--- config.mk ---
export PLATFORM = sky130hd
export DESIGN_NAME = mem_stage_ctrl
export DESIGN_NICKNAME = d
export VERILOG_FILES = /design/src/rtl/mem_stage_ctrl.sv
export SDC_FILE = /design/constraint.sdc
export NUM_CORES = 1
export LEC_CHECK = 0
export ABC_AREA = 1
export ABC_CLOCK_PERIOD_IN_PS = 1800
export BUFFER_PORTS_ARGS = -buffer_cell sky130_fd_sc_hd__buf_4
export CORE_AREA = 2 2 94 96
export CTS_BUF_LIST = sky130_fd_sc_hd__clkbuf_8
export CTS_CLUSTER_SIZE = 14
export DETAILED_ROUTE_END_ITERATION = 10
export DIE_AREA = 0 0 96 98
export HOLD_SLACK_MARGIN = 0.1
export PLACE_DENSITY = 0.91
export RECOVER_POWER = 100
export SLEW_MARGIN = 5
export SYNTH_ARGS = -nofsm -noshare
export SYNTH_HDL_FRONTEND = slang
export SYNTH_SLANG_ARGS = --single-unit
--- constraint.sdc ---
create_clock -name clk -period 1.8 [get_ports clk]
set_input_delay 0.27 -clock clk [delete_from_list [all_inputs] [get_ports clk]]
set_output_delay 0.27 -clock clk [all_outputs]
set_load 0.005 [all_outputs]
--- src/rtl/mem_stage_ctrl.sv ---
// Memory-stage sequencer: freezes the pipe and runs one req/ack data
// memory transaction per load/store, with a sticky timeout error.
module mem_stage_ctrl #(
  parameter int LEN_WORD    = 32,
  parameter int LEN_TIMEOUT = 4
) (
  input  logic                clk,
  input  logic                reset,
  input  logic                mem_read,
  input  logic                mem_write,
  input  logic [LEN_WORD-1:0] alu_out,
  input  logic [LEN_WORD-1:0] write_data_mem,
  output logic                dmem_req,
  output logic                dmem_we,
  output logic [LEN_WORD-1:0] dmem_addr,
  output logic [LEN_WORD-1:0] dmem_wdata,
  input  logic                dmem_ack,
  input  logic [LEN_WORD-1:0] dmem_rdata,
  output logic [LEN_WORD-1:0] read_data,
  output logic                stall,
  output logic                bubble,
  output logic                mem_error
);

  typedef enum logic [1:0] {
    IDLE,
    ACCESS,
    DONE,
    ERROR
  } state_e;

  localparam logic [LEN_TIMEOUT-1:0] CNT_MAX = '1;

  state_e                 state_q, state_d;
  logic [LEN_TIMEOUT-1:0] cnt_q, cnt_d;
  logic                   req_q, req_d;
  logic                   we_q, we_d;
  logic                   err_q, err_d;
  logic [LEN_WORD-1:0]    addr_q, addr_d;
  logic [LEN_WORD-1:0]    wdata_q, wdata_d;
  logic [LEN_WORD-1:0]    rdata_q, rdata_d;
  logic                   op;

  assign op = mem_read | mem_write;

  always_comb begin
    state_d = state_q;
    cnt_d   = cnt_q;
    req_d   = req_q;
    we_d    = we_q;
    err_d   = err_q;
    addr_d  = addr_q;
    wdata_d = wdata_q;
    rdata_d = rdata_q;
    unique case (state_q)
      IDLE: begin
        if (op) begin
          state_d = ACCESS;
          req_d   = 1'b1;
          we_d    = mem_write & ~mem_read;
          addr_d  = alu_out;
          wdata_d = write_data_mem;
          cnt_d   = '0;
        end
      end
      ACCESS: begin
        if (dmem_ack) begin
          state_d = DONE;
          req_d   = 1'b0;
          if (!we_q) rdata_d = dmem_rdata;
        end else if (cnt_q == CNT_MAX) begin
          state_d = ERROR;
          req_d   = 1'b0;
          err_d   = 1'b1;
        end else begin
          cnt_d = cnt_q + 1'b1;
        end
      end
      DONE:    state_d = IDLE;
      ERROR:   state_d = ERROR;
      default: state_d = IDLE;
    endcase
  end

  always_ff @(posedge clk) begin
    if (reset) begin
      state_q <= IDLE;
      cnt_q   <= '0;
      req_q   <= 1'b0;
      we_q    <= 1'b0;
      err_q   <= 1'b0;
      addr_q  <= '0;
      wdata_q <= '0;
      rdata_q <= '0;
    end else begin
      state_q <= state_d;
      cnt_q   <= cnt_d;
      req_q   <= req_d;
      we_q    <= we_d;
      err_q   <= err_d;
      addr_q  <= addr_d;
      wdata_q <= wdata_d;
      rdata_q <= rdata_d;
    end
  end

  // DONE deliberately releases the pipe even though EX/MEM still flags an op
  assign stall = ~reset & ((state_q == IDLE & op)
                         | (state_q == ACCESS)
                         | (state_q == ERROR));
  assign bubble     = stall;
  assign dmem_req   = req_q;
  assign dmem_we    = we_q;
  assign dmem_addr  = addr_q;
  assign dmem_wdata = wdata_q;
  assign read_data  = rdata_q;
  assign mem_error  = err_q;

endmodule

==> impl_metrics.json <==
{
  "outcome": "complete, no violations",
  "drv_slew": 0,
  "ant_nets": 0,
  "synth_top_cell_by_area": "dfxtp_1",
  "clock_latency_ns": 0.36,
  "multiInputGateArea_um2": 1450,
  "hold_path.class": "in2reg",
  "synth_edf_count": 0,
  "vias_per_cell": 4.84,
  "ys.flop_type": "dfxtp_1",
  "path_class": "in2reg",
  "portBuffers": 201,
  "path_delay_family": "buffers and inverters",
  "drt_iter0_drc": 113,
  "layout-drive-gt1-share": 0.305,
  "rrSetupSlack_ns": 0.19,
  "htreeDepth": 3,
  "grt_pass1_wl_um": 16600,
  "diodes": 0,
  "syn_area_per_cell_um2": 7.79,
  "drc": 0,
  "regArea_um2": 2100,
  "pin_count": 202,
  "mostFrequentLayoutCells": "nor2_1 (202), buf_4 (108), dfxtp_1 (105)",
  "nFillCells": 732,
  "p_comb_frac": 0.225,
  "final_hold_viol_count": 0,
  "power.total_mw": 5.61,
  "crit_fanout": 30,
  "switching_share": 0.281,
  "critPathSlowestCell": "dlygate4sd3_1",
  "yosysUniqueCellTypes": 24,
  "ctsRootBufferMaster": "clkbuf_8",
  "die-area_um2": 9410,
  "power_leakage_nw": 2.53,
  "finalClockSkew_ns": 0.00989,
  "p_seq_frac": 0.492,
  "fin_nets": 779,
  "core_area_um2": 8470,
  "cap_violations": 0,
  "cp_num_buf_inv": 4,
  "dp_hpwl_um": 7810,
  "wl_um": 10500,
  "max-slew-margin-rel": 0.563,
  "start_util": 0.449,
  "layout_commonest_cell": "nor2_1",
  "cts_buffers": 9,
  "synthTopCellsByArea": "dfxtp_1 (55%), nor2_1 (20%), o21ai_0 (11%)",
  "cp_cell_sequence": "dlygate4sd3_1 > buf_4 > inv_1 > nand2_1 > nand2_2 > buf_4 > nand2_1 > and2_4 > nor2_1 > nor2_1",
  "gp_congestion": 0.818,
  "cp.arrival_ns": 2.00,
  "peakVddDrop_mv": 0.536,
  "cts_buffer_depth": 2,
  "wl_per_cell_um": 13.3,
  "die_w_um": 96,
  "chipHeight_um": 98,
  "synthCells": 488,
  "period_share": 0.967,
  "grt.overflow.total": 0,
  "pre_cts_ws_ns": 0.224,
  "cts_tree": "done",
  "yosys.area.top_type_share": 0.553,
  "syn_nets": 590,
  "seq_area_frac_synth": 0.553,
  "internal_power_mw": 4.03,
  "ys_ff_latch": 105,
  "path_clk_slew_ns": 0.09,
  "placed_area_um2": 5300,
  "worst_pin_slew_ns": 0.655,
  "final_util": 0.643,
  "cp-start-kind": "primary input",
  "layout_min_cycle_time_ns": 1.74,
  "grt_setup_unrepaired": "false",
  "grt_max_degree": 40,
  "clock-sinks": 105,
  "tns_ns": 0,
  "critPathCaptureType": "register",
  "power_density_nw_per_um2": 1030,
  "area_growth_syn_to_layout_pct": 43.1,
  "finalInstanceArea_um2": 5440,
  "crit_required_ns": 2.06,
  "drt-pass1-iter-count": 7,
  "vias": 3821,
  "rows": 34,
  "power_switching_mw": 1.58,
  "layout_setup_ws_ns": 0.0586,
  "synthArstFlopShare": 0,
  "setup_violations": 0,
  "grt.total_usage": 0.221,
  "first_global_vias": 3675,
  "synth_warnings": 0,
  "slowest_delay_ns": 0.53,
  "fmax_ghz": 0.574,
  "clkPwrFrac": 0.283,
  "netlist_area_um2": 3800,
  "antenna_found_initial": 0
}
-- metrics by stage --
stage	hold slack, ns	instances
finish	0.124	790
global route	0.113	790
CTS	0.100	790
detailed placement	0.467	773
global placement	0.464	773
floorplan	0.342	488
-- path summary, 6_finish.rpt --
kind | endpoint | start | cells past startpoint
max | cnt_q[1] | mem_read | 10
min | mem_error | reset | 2
max reg2reg | cnt_q[1] | state_q[0] | 7
min reg2reg | read_data[28] | read_data[28] | 2
-- cells by family (layout without fill, tap and decap cells) --
family / after synthesis / after routing / synth area share
AND/OR/NAND/NOR: 234 / 234 / 0.241
buffers and inverters: 45 / 239 / 0.0661
adder cells (fa/ha/maj): 1 / 1 / 0.00329
flip-flops: 105 / 105 / 0.553
AO/OA/AOI/OAI: 103 / 103 / 0.137
-- registers in the layout, summed over array words and instances, names as in the netlist --
signal / flops
dmem_wdata: 32
read_data: 32
mem_error: 1
dmem_req: 1
state_q: 2
dmem_we: 1
dmem_addr: 32
cnt_q: 4
-- power by group through the flow --
stage	logic [mW]	registers, mW	clock network, mW
global placement	1.28	2.80	0
CTS	1.33	2.77	1.62
finish	1.26	2.76	1.59
detailed placement	1.33	2.82	0
floorplan	0.644	2.82	0
global route	1.42	2.80	1.72
-- metal layers --
metal | vias up | wire length (um) | global-route usage
li1 | 1931 | - | -
met1 | 1714 | 4130 | 0.240
met2 | 144 | 5370 | 0.393
met3 | 32 | 689 | 0.0563
met4 | 0 | 349 | 0.103
met5 | - | 0 | 0
-- what timing repair did --
action                                  CTS  global route
endpoints found under the setup margin    0             2
hold buffers                              1             0
resized for setup                         0             3
buffers inserted                          0             0
hold endpoints to repair                  1             0
-- layout make-up --
type,instances,area share
Inverter,13,0.00897
Tap cell,108,0.0248
Clock inverter,6,0.0154
Timing Repair Buffer,210,0.273
Multi-Input combinational cell,338,0.267
Clock buffer,10,0.0253
Sequential cell,105,0.386
-- Yosys cell counts (2+ instances only) --
cell type and n:
nand3_1 8, buf_6 9, clkbuf_1 13, a21oi_1 2
clkbuf_2 4, inv_2 3, dfxtp_1 105, buf_2 5
nand2_1 15, nor2_1 204, o21ai_1 12, inv_1 10
o21ai_0 87
(Power assumes the default switching activity.)
